## src/rtl/mmio_input_port_if.sv

```systemverilog
// mmio_input_port_if
// Processor data-memory bus between a CPU (master) and the MMIO input port (slave).
//   addr     : data-memory address
//   mem_rd   : single-cycle read strobe
//   mem_wr   : single-cycle write strobe
//   data_in  : processor write data
//   data_out : read data, valid only while ack is high
//   ack      : one-cycle acknowledge, one cycle after an accepted strobe
interface mmio_input_port_if;
    logic [7:0]  addr;
    logic        mem_rd;
    logic        mem_wr;
    logic [15:0] data_in;
    logic [15:0] data_out;
    logic        ack;

    modport master (
        output addr,
        output mem_rd,
        output mem_wr,
        output data_in,
        input  data_out,
        input  ack
    );

    modport slave (
        input  addr,
        input  mem_rd,
        input  mem_wr,
        input  data_in,
        output data_out,
        output ack
    );
endinterface

```

## src/rtl/mmio_input_port.sv

```systemverilog
// mmio_input_port
// Memory-mapped input peripheral: a debounced pushbutton, four slide switches,
// an LED register and a level interrupt, behind a 4-word register window.
//
// Register window (word offsets from BASE_ADDR):
//   +0 SWREG  RO  {12'b0, synchronized switches}
//   +1 STATUS RO  bit0 PBEV (debounced press), bit1 SWEV (switch change); read clears
//   +2 LEDREG RW  low 8 bits drive o_leds
//   +3 CTRL   RW  bit0 IE (interrupt enable)
//
// Ports:
//   i_clk   : system clock, all state on the rising edge
//   i_rst   : synchronous active-high reset
//   i_pb1   : raw pushbutton, active-low, asynchronous
//   i_sw    : raw slide switches, asynchronous
//   bus     : processor bus (slave side), registered ack/data_out
//   o_leds  : LED register contents
//   o_irq   : registered IE & (PBEV | SWEV)
module mmio_input_port #(
    parameter int unsigned DEB_CYCLES = 4,       // 1..255
    parameter logic [7:0]  BASE_ADDR  = 8'hF0    // low two bits must be zero
) (
    input  logic                    i_clk,
    input  logic                    i_rst,
    input  logic                    i_pb1,
    input  logic [3:0]              i_sw,
    mmio_input_port_if.slave        bus,
    output logic [7:0]              o_leds,
    output logic                    o_irq
);

    localparam int unsigned CNT_W  = 8;
    localparam int unsigned DATA_W = 16;
    localparam int unsigned SW_W   = 4;
    localparam int unsigned LED_W  = 8;

    localparam logic [CNT_W-1:0] DEB_LAST = CNT_W'(DEB_CYCLES - 1);

    localparam logic [1:0] OFF_SW     = 2'd0;
    localparam logic [1:0] OFF_STATUS = 2'd1;
    localparam logic [1:0] OFF_LED    = 2'd2;
    localparam logic [1:0] OFF_CTRL   = 2'd3;

    typedef enum logic [1:0] {
        ST_IDLE,
        ST_PRESS_WAIT,
        ST_PRESSED,
        ST_RELEASE_WAIT
    } deb_state_t;

    // Synchronizers and switch history
    logic             r_pb_meta;
    logic             r_pb_s;
    logic [SW_W-1:0]  r_sw_meta;
    logic [SW_W-1:0]  r_sw_s;
    logic [SW_W-1:0]  r_sw_prev;

    // Debounce
    deb_state_t       r_state;
    logic [CNT_W-1:0] r_cnt;

    // Registers and bus outputs
    logic             r_pbev;
    logic             r_swev;
    logic             r_ie;
    logic [LED_W-1:0] r_led;
    logic             r_irq;
    logic             r_ack;
    logic [DATA_W-1:0] r_dout;

    // Decode
    logic              w_in_win;
    logic [1:0]        w_off;
    logic              w_wr;
    logic              w_rd;
    logic              w_clr_status;
    logic [DATA_W-1:0] w_rd_data;
    logic [CNT_W-1:0]  w_cnt_inc;
    logic              w_press_done;
    logic              w_sw_chg;
    logic              w_unused_data;

    // Window decode; a simultaneous read+write is handled purely as a write
    assign w_in_win     = (bus.addr[7:2] == BASE_ADDR[7:2]);
    assign w_off        = bus.addr[1:0];
    assign w_wr         = bus.mem_wr & w_in_win;
    assign w_rd         = bus.mem_rd & ~bus.mem_wr & w_in_win;
    assign w_clr_status = w_rd & (w_off == OFF_STATUS);

    // Only the low byte and bit0 of write data are architecturally used
    assign w_unused_data = ^{bus.data_in[DATA_W-1:LED_W]};

    // Read mux, values as seen in the strobe cycle
    always_comb begin
        w_rd_data = '0;
        case (w_off)
            OFF_SW:     w_rd_data = DATA_W'(r_sw_s);
            OFF_STATUS: w_rd_data = DATA_W'({r_swev, r_pbev});
            OFF_LED:    w_rd_data = DATA_W'(r_led);
            OFF_CTRL:   w_rd_data = DATA_W'(r_ie);
            default:    w_rd_data = '0;
        endcase
    end

    // Saturating increment so a long DEB_CYCLES can never wrap the counter
    assign w_cnt_inc    = (r_cnt == {CNT_W{1'b1}}) ? r_cnt : r_cnt + CNT_W'(1);
    assign w_press_done = (r_state == ST_PRESS_WAIT) & ~r_pb_s & (r_cnt == DEB_LAST);
    assign w_sw_chg     = (r_sw_s != r_sw_prev);

    // Two-flop synchronizers; pushbutton idles released (1)
    always_ff @(posedge i_clk) begin
        if (i_rst) begin
            r_pb_meta <= 1'b1;
            r_pb_s    <= 1'b1;
            r_sw_meta <= '0;
            r_sw_s    <= '0;
            r_sw_prev <= '0;
        end else begin
            r_pb_meta <= i_pb1;
            r_pb_s    <= r_pb_meta;
            r_sw_meta <= i_sw;
            r_sw_s    <= r_sw_meta;
            r_sw_prev <= r_sw_s;
        end
    end

    // Debounce FSM: a level change is accepted after DEB_CYCLES stable samples in a WAIT state
    always_ff @(posedge i_clk) begin
        if (i_rst) begin
            r_state <= ST_IDLE;
            r_cnt   <= '0;
        end else begin
            case (r_state)
                ST_IDLE: begin
                    if (!r_pb_s) begin
                        r_state <= ST_PRESS_WAIT;
                        r_cnt   <= '0;
                    end
                end
                ST_PRESS_WAIT: begin
                    if (r_pb_s) begin
                        r_state <= ST_IDLE;
                        r_cnt   <= '0;
                    end else if (r_cnt == DEB_LAST) begin
                        r_state <= ST_PRESSED;
                        r_cnt   <= '0;
                    end else begin
                        r_cnt   <= w_cnt_inc;
                    end
                end
                ST_PRESSED: begin
                    if (r_pb_s) begin
                        r_state <= ST_RELEASE_WAIT;
                        r_cnt   <= '0;
                    end
                end
                ST_RELEASE_WAIT: begin
                    if (!r_pb_s) begin
                        r_state <= ST_PRESSED;
                        r_cnt   <= '0;
                    end else if (r_cnt == DEB_LAST) begin
                        r_state <= ST_IDLE;
                        r_cnt   <= '0;
                    end else begin
                        r_cnt   <= w_cnt_inc;
                    end
                end
                default: begin
                    r_state <= ST_IDLE;
                    r_cnt   <= '0;
                end
            endcase
        end
    end

    // Event flags: a set in the same cycle as a STATUS read wins over the clear
    always_ff @(posedge i_clk) begin
        if (i_rst) begin
            r_pbev <= 1'b0;
            r_swev <= 1'b0;
            r_irq  <= 1'b0;
        end else begin
            r_pbev <= w_press_done | (r_pbev & ~w_clr_status);
            r_swev <= w_sw_chg     | (r_swev & ~w_clr_status);
            r_irq  <= r_ie & (r_pbev | r_swev);
        end
    end

    // Writable registers and registered bus response
    always_ff @(posedge i_clk) begin
        if (i_rst) begin
            r_led  <= '0;
            r_ie   <= 1'b0;
            r_ack  <= 1'b0;
            r_dout <= '0;
        end else begin
            if (w_wr && (w_off == OFF_LED)) begin
                r_led <= bus.data_in[LED_W-1:0];
            end
            if (w_wr && (w_off == OFF_CTRL)) begin
                r_ie <= bus.data_in[0];
            end
            r_ack  <= w_rd | w_wr;
            r_dout <= w_rd ? w_rd_data : '0;
        end
    end

    assign bus.ack      = r_ack;
    assign bus.data_out = r_dout;
    assign o_leds       = r_led;
    assign o_irq        = r_irq;

endmodule

```

## src/flat_wrapper.sv

```systemverilog
// flat-port wrapper written by rule: the top's interface ports become plain ports
module mmio_input_port_flat 
#(
    parameter int unsigned DEB_CYCLES = 4,                
    parameter logic [7:0]  BASE_ADDR  = 8'hF0                                
)
  (i_clk, i_rst, i_pb1, i_sw, o_leds, o_irq, bus_addr, bus_mem_rd, bus_mem_wr, bus_data_in, bus_data_out, bus_ack);
  mmio_input_port_if bus_i ();
  input  logic i_clk;
  input  logic i_rst;
  input  logic i_pb1;
  input  logic [3:0] i_sw;
  output logic [7:0] o_leds;
  output logic o_irq;
  input wire logic [$bits(bus_i.addr)-1:0] bus_addr;
  input wire logic [$bits(bus_i.mem_rd)-1:0] bus_mem_rd;
  input wire logic [$bits(bus_i.mem_wr)-1:0] bus_mem_wr;
  input wire logic [$bits(bus_i.data_in)-1:0] bus_data_in;
  output wire logic [$bits(bus_i.data_out)-1:0] bus_data_out;
  output wire logic [$bits(bus_i.ack)-1:0] bus_ack;
  assign bus_i.addr = bus_addr;
  assign bus_i.mem_rd = bus_mem_rd;
  assign bus_i.mem_wr = bus_mem_wr;
  assign bus_i.data_in = bus_data_in;
  assign bus_data_out = bus_i.data_out;
  assign bus_ack = bus_i.ack;
  mmio_input_port #(.DEB_CYCLES(DEB_CYCLES), .BASE_ADDR(BASE_ADDR)) u_core (.i_clk(i_clk), .i_rst(i_rst), .i_pb1(i_pb1), .i_sw(i_sw), .bus(bus_i), .o_leds(o_leds), .o_irq(o_irq));
endmodule
```

## config.mk

```make
export PLATFORM = sky130hd
export DESIGN_NAME = mmio_input_port_flat
export DESIGN_NICKNAME = d
export VERILOG_FILES = /design/src/rtl/mmio_input_port_if.sv /design/src/rtl/mmio_input_port.sv /design/src/flat_wrapper.sv
export SDC_FILE = /design/constraint.sdc
export NUM_CORES = 1
export LEC_CHECK = 0
export ABC_CLOCK_PERIOD_IN_PS = 2100
export CORE_ASPECT_RATIO = 0.6
export CORE_UTILIZATION = 50
export DETAILED_ROUTE_END_ITERATION = 12
export DONT_BUFFER_PORTS = 1
export PLACE_DENSITY = 0.64
export SLEW_MARGIN = 20
export SYNTH_ARGS = -nofsm -noshare
export SYNTH_HDL_FRONTEND = slang
export SYNTH_SLANG_ARGS = --single-unit
```

## constraint.sdc

```tcl
create_clock -name i_clk -period 2.1 [get_ports i_clk]
set_clock_uncertainty 0.15 [all_clocks]
set_input_delay 0.315 -clock i_clk [delete_from_list [all_inputs] [get_ports i_clk]]
set_output_delay 0.315 -clock i_clk [all_outputs]
set_load 0.02 [all_outputs]
```

==> results.py <==
metrics = {
    "worst_hold_path": {
        "hold_end": "u_core.r_sw_meta[0]",
        "hold_class": "input pin to register",
        "min_from": "i_sw[0]",
        "min_delay_path_depth": 1,
    },
    "logic_synthesis": {
        "synth-seq-cells": 45,
        "synth_xor_area_share_pct": 2.34,
        "synthArstFlopShare_pct": 0,
        "synth_edf_count": 0,
        "synth_flop_cell": "dfxtp_1",
        "synth_mux_area_share_pct": 7.68,
        "synth_seq_area_share_pct": 48.1,
        "synthSimpleGateAreaFrac_pct": 24.3,
        "ys_warn_count": 0,
        "synth_top_family_by_area": "simple AND/OR/NAND/NOR gates",
        "synth_top_area_share_pct": 48.1,
        "yosysTopAreaCell": "dfxtp_1",
        "synth_adder_area_share_pct": 0.668,
        "ys_types": 50,
        "netlist_instances": 185,
        "synth_area_mm2": 0.00187,
        "synthTopCellsByArea": "dfxtp_1 48%, mux2i_1 5.9%, nor2b_1 4.0%",
        "syn_avg_cell_area_um2": 10.1,
        "synth_compound_area_share_pct": 11.5,
    },
    "power": {
        "ir_worst_vdd_mv": 0.474,
        "net-switching-power_w": 0.000388,
        "power.density_mw_per_mm2": 821,
        "p_int_w": 0.00129,
        "power.total_w": 0.00167,
        "p_seq_share_pct": 53.2,
        "leakage_nw": 0.781,
        "clock_power_share_pct": 38.5,
        "p_comb_share_pct": 8.3,
        "switching_share_pct": 23.2,
    },
    "finish": {
        "diodes": 0,
        "areaGrowthSynthToFinish_pct": 8.81,
        "final_common_cell": "dfxtp_1",
        "nNetsFinal": 223,
        "drive_gt1_share_pct": 12.6,
        "final_cell_mix": "45 x dfxtp_1, 15 x nor2_1, 12 x nor2b_1, 11 x mux2i_1, 9 x a21oi_1",
    },
    "setup_path": {
        "endpoint_kind": "register",
        "arrival_ns": 2.06,
        "rr_worst_depth": 5,
        "reg2reg_from": "u_core.r_cnt[0]",
        "cp.required_ns": 2.13,
        "start_kind": "register",
        "critPathSlowestCell": "or4b_4",
        "reg2reg_to": "u_core.r_cnt[2]",
        "max_stage_delay_ns": 0.50,
        "crit_type": "register to register",
        "reg2reg_slack_ns": 0.07,
        "critical_path.max_fanout": 7,
        "cp_cell_sequence": "ha_2 -> or4b_4 -> o211a_1 -> a21oi_1 -> a211oi_1",
    },
    "sta": {
        "relSlewSlack_pct": 62.7,
        "rsz0062_at_grt": "no",
        "hold_viol": 0,
        "timing.final.crit_share_pct": 96.7,
        "drv_slew": 0,
        "min_period_ns": 2.03,
        "finalSetupViolCount": 0,
        "tns_ns": 0,
        "worstMarginPinSlew_ns": 0.558,
        "max_freq_mhz": 493,
    },
    "status": {
        "outcome": "finished, final reports clean",
    },
    "global_route": {
        "grt_pass1_vias": 1280,
        "grt_max_degree": 35,
        "antenna_found_initial": 0,
        "grt-ovfl-total": 0,
        "track_usage_pct": 20.2,
        "grt_pass1_wl_um": 6000,
    },
    "floorplanning": {
        "core_mm2": 0.00342,
        "die_w_um": 81.0,
        "die_area_mm2": 0.00401,
        "dieHeight_um": 49.4,
        "start_util_pct": 54.8,
        "ios": 59,
        "row_count": 16,
    },
    "placed_design": {
        "gp_congestion": 0.769,
        "place_hpwl_um": 2600,
        "port_buffers": 0,
    },
    "clock_network": {
        "cts_sinks": 45,
        "clockBufferDepth": 2,
        "insertion_delay_ns": 0.29,
        "cts_root_buf": "clkbuf_8",
        "cts_tree": "built",
        "clk_pin_slew_ns": 0.08,
        "cts_max_level": 2,
        "numCtsBuffers": 5,
    },
    "run": {
        "maxCapViolCount": 0,
    },
    "routing": {
        "drt-total-wl_um": 3660,
        "vias": 1357,
        "antenna_left": 0,
        "viasPerCell": 5.77,
        "drc": 0,
        "drt_iter0_drc": 64,
        "dr.pass1.iters": 4,
        "wl_per_cell_um": 15.6,
    },
}
==> cell type report <==
type / count / area [um^2]
clock inverters: 2 / 38.8
clock buffers: 6 / 72.6
well taps: 45 / 56.3
multi-input cells: 130 / 903
inverters: 2 / 7.51
flip-flops and latches: 45 / 901
fillers: 283 / 1380
repair buffers: 5 / 60.1
==> state kept, by name, summed over array words and instances (netlist names), named ones only <==
name                 flops
u_core.bus.ack           1
u_core.bus.data_out      8
u_core.o_irq             1
u_core.o_leds            8
u_core.r_cnt             8
u_core.r_ie              1
u_core.r_pb_meta         1
u_core.r_pb_s            1
u_core.r_pbev            1
u_core.r_state           1
u_core.r_sw_meta         4
u_core.r_sw_prev         4
u_core.r_sw_s            4
u_core.r_swev            1
==> worst max-delay path by stage <==
stage	startpoint	to	slack [ns]	depth (start not counted)
after floorplan	u_core.r_cnt[0]	u_core.r_cnt[5]	0.25	5
final	u_core.r_cnt[0]	u_core.r_cnt[2]	0.07	5
after global placement	u_core.r_cnt[0]	u_core.r_cnt[5]	0.13	5
after detailed placement	u_core.r_cnt[0]	u_core.r_cnt[2]	0.08	5
after CTS	u_core.r_cnt[0]	u_core.r_cnt[2]	0.06	5
after global routing	u_core.r_cnt[0]	u_core.r_cnt[2]	0.001	5
==> critical path, delay by kind of cell, from the launching register on <==
family	cells	cell delay [ns]
flip-flops	1	0.42
AO/OA/AOI/OAI	3	0.58
adder cells (fa/ha/maj)	1	0.27
AND/OR/NAND/NOR	1	0.50
==> layer usage <==
layer | up-vias | global-route usage [%] | routed length, um
met5 | - | 0 | 0
met4 | 0 | 4.46 | 14
met3 | 3 | 7.85 | 353
met2 | 78 | 31.8 | 1600
met1 | 628 | 26.1 | 1700
li1 | 648 | - | -
==> cell families after synthesis <==
kind of cell,Yosys count
AOI/OAI and AO/OA,30
buffers and inverters,17
other,1
muxes,13
xor gates and xnor gates,5
DFF,45
adders and majority gates,1
and+or+nand+nor,73
==> power by group through the flow <==
stage,Clock [W],Combinational (W),Sequential (W)
after floorplan,0,0.000125,0.000906
after global placement,0,0.000114,0.000909
after detailed placement,0,0.000117,0.000911
after CTS,0.000661,0.000138,0.000891
after global routing,0.000701,0.000152,0.000894
final,0.000644,0.000139,0.000890
==> what timing repair did <==
item,CTS,global route
gates resized for setup,0,1
endpoints found under the hold margin,36,0
setup endpoints to repair,0,2
setup buffers,0,0
hold buffers,5,0
==> metrics by stage <==
step | setup WS [ns] | utilization (%) | hold slack, ns | instance area, um^2 | instances
6_report | 0.0696 | 59.6 | 0.00495 | 2040 | 235
4_1_cts | 0.0597 | 59.5 | 0.000228 | 2040 | 235
3_3_place_gp | 0.127 | 54.5 | 0.235 | 1870 | 222
2_1_floorplan | 0.247 | - | 0.239 | 1900 | 192
3_5_place_dp | 0.0843 | 54.5 | 0.238 | 1870 | 222
5_1_grt | 0.00112 | 59.6 | 0.00502 | 2040 | 235
==> synth_stat cells, drive strengths merged, types with 3 or more instances <==
| library cell | number |
|---|---|
| dfxtp | 45 |
| o31ai | 3 |
| nor2b | 12 |
| clkbuf | 3 |
| a211oi | 3 |
| mux2i | 11 |
| a21oi | 9 |
| nor3 | 9 |
| or2 | 5 |
| xor2 | 4 |
| nor2 | 15 |
| nand2 | 5 |
| and2 | 6 |
| buf | 12 |
| o21ai | 3 |
Note: power is estimated with default switching activity, not from simulation.
==> edit: new RTL, same settings <==
The output `o_irq` loses its register stage (`r_irq` becomes a continuous assignment).
--- a/src/rtl/mmio_input_port.sv
+++ b/src/rtl/mmio_input_port.sv
@@ -178,13 +178,13 @@
         if (i_rst) begin
             r_pbev <= 1'b0;
             r_swev <= 1'b0;
-            r_irq  <= 1'b0;
         end else begin
             r_pbev <= w_press_done | (r_pbev & ~w_clr_status);
             r_swev <= w_sw_chg     | (r_swev & ~w_clr_status);
-            r_irq  <= r_ie & (r_pbev | r_swev);
-        end
-    end
+        end
+    end
+
+    assign r_irq = r_ie & (r_pbev | r_swev);
 
     // Writable registers and registered bus response
     always_ff @(posedge i_clk) begin
Behaviour: not the same (Yosys sat finds a counterexample within 4 cycles, from zero or initial values and one cycle with i_rst high).
==> edit against the unedited design <==
- area after synthesis up 1.3%
- sequential share of layout area down 1.5 points
- sequential cell count down 1
- die area up 1.3%
- hold slack better by 9.9 ps
- power down 3.0%
- wire length down 1.9%
- worst setup slack better by 76 ps
- synthesized cell count up 8.1%
- global-route usage down 0.32 points
- final area up 1.2%
- cell count up 6.0%
- highest routed layer unchanged
==> edit: results (changes against the unedited design) <==
[setup_path]
cp_data_arrival_time_ps=1960  ; -100 ps
cpMaxStageDelayCell=or4_4
max_stage_delay_ps=560  ; +60 ps
cp_max_fo=8  ; +1
reg2reg_slack_ps=150  ; +80 ps
ff2ff_path_depth=5  ; unchanged
worst_r2r_endpoint=u_core.r_cnt[4]$_SDFFE_PP0P_
worstReg2RegStart=u_core.r_cnt[0]$_SDFFE_PP0P_

[logic_synthesis]
synthTopCellsByCount=dfxtp_1, nor2_1, nor2b_1, mux2i_1, nand2_1
synth.yosys.seq_area_share_pct=46.38  ; -1.7 points
synthTopCellsByArea=dfxtp_1, mux2i_1, nor2b_1
synthDistinctLibCells=46  ; -8.0%
syn_area_per_cell_sq_um=9.497  ; -6.3%

[clock_tree]
cts_buffer_depth=2  ; unchanged

[outcome]
outcome=finished clean

[drt]
vias_per_cell=5.627  ; -2.6%
drt_pass1_iterations=5  ; +1
vias=1401  ; +3.2%
wl_per_cell_um=14.42  ; -7.5%
drt_iter0_markers=52  ; -19%

[timing]
slew_headroom_pct=63.06  ; +0.41 points

[power]
irDropWorstVdd_mv=0.6187  ; +31%
leakagePower_nw=0.8211  ; +5.2%

[grt]
grt_start_max_net_pins=32  ; -8.6%
grt_first_pass_wirelength_mm=5.885  ; -1.9%
track_usage_pct=19.91  ; -0.32 points
grt_pass1_vias=1226  ; -4.2%

[place]
place_inst=236  ; +6.3%
dp_hpwl_mm=2.576  ; -0.93%
io_buffers=0  ; unchanged
gp_congestion=0.9001  ; +17%
post-place-ws_ps=134.4  ; +50.19 ps

[min_path]
whs_endpoint=u_core.r_ie$_SDFFE_PP0P_
min_from=bus_data_in[0]
hold_path_depth=2  ; +1

[final_layout]
drive_gt1_share_pct=10.78  ; -1.8 points

## edit: layer usage
layer	track usage (%)	wire, um	vias to the layer above
met4	7.895	46	0
met1	26.86	1722	641
li1	-	-	694
met2	28.47	1472	61
met5	0	0	-
met3	7.407	348	5
## edit: logic make-up (layout without fill, tap and decap cells)
family          count (synthesis)  in the layout  share of synthesized area, %
flops                          44             44                         46.38
simple gates                   90             90                         26.94
fa+ha+maj                       1              1                        0.6587
compound gates                 25             25                         8.762
mux                            14             14                         8.103
buf+inv                        19             16                         5.797
xor+xnor                        6              6                         3.162
other cells                     1              8                        0.1974
## edit: worst max path at each step
stage / start / end / slack [ps] / cells after the start
3_5_place_dp: u_core.r_cnt[1]$_SDFFE_PP0P_ / u_core.r_cnt[4]$_SDFFE_PP0P_ / 130 / 5
5_1_grt: u_core.r_cnt[0]$_SDFFE_PP0P_ / u_core.r_cnt[2]$_SDFFE_PP0P_ / 40 / 5
3_3_place_gp: u_core.r_cnt[0]$_SDFFE_PP0P_ / u_core.r_cnt[4]$_SDFFE_PP0P_ / 190 / 5
6_report: u_core.r_cnt[0]$_SDFFE_PP0P_ / u_core.r_cnt[4]$_SDFFE_PP0P_ / 150 / 5
4_1_cts: u_core.r_cnt[0]$_SDFFE_PP0P_ / u_core.r_cnt[4]$_SDFFE_PP0P_ / 70 / 5
2_1_floorplan: u_core.r_cnt[1]$_SDFFE_PP0P_ / u_core.r_cnt[4]$_SDFFE_PP0P_ / 260 / 6
## edit: report_power, final
part	total, W	switching [W]	internal, W
combinational	0.0000718	0.0000421	0.0000298
clock	0.000692	0.000272	0.000419
sequential	0.000859	0.0000106	0.000849
## edit: repair_timing
| item | CTS | global route |
|---|---|---|
| gates resized for setup | 0 | 1 |
| endpoints found under the hold margin | 31 | 0 |
| hold buffers | 5 | 0 |
| setup endpoints to repair | 0 | 2 |
## edit: per-stage QoR
stage | utilization (%) | hold WS, ps | area (sq um)
after global routing | 59.96 | 11.59 | 2064
after CTS | 60.03 | 7.073 | 2067
after detailed placement | 54.91 | 238.8 | 1891
final | 59.96 | 14.87 | 2064
after floorplan | - | 239.5 | 1926
after global placement | 54.91 | 239.2 | 1891
## edit: layout make-up
type                    instances  area (sq um)
clock buffers                   7         96.34
clock inverters                 1         30.03
fillers                       305          1379
inverters                       1         3.754
multi-input cells             144         937.1
flip-flops and latches         44         880.8
well taps                      45         56.30
repair buffers                  7         60.06
## edit: critical path: cells and delay by family, from the launching register on
kind	cells	cell delay (ps)
compound gates	1	200
simple gates	3	760
flops	1	430
fa+ha+maj	1	290
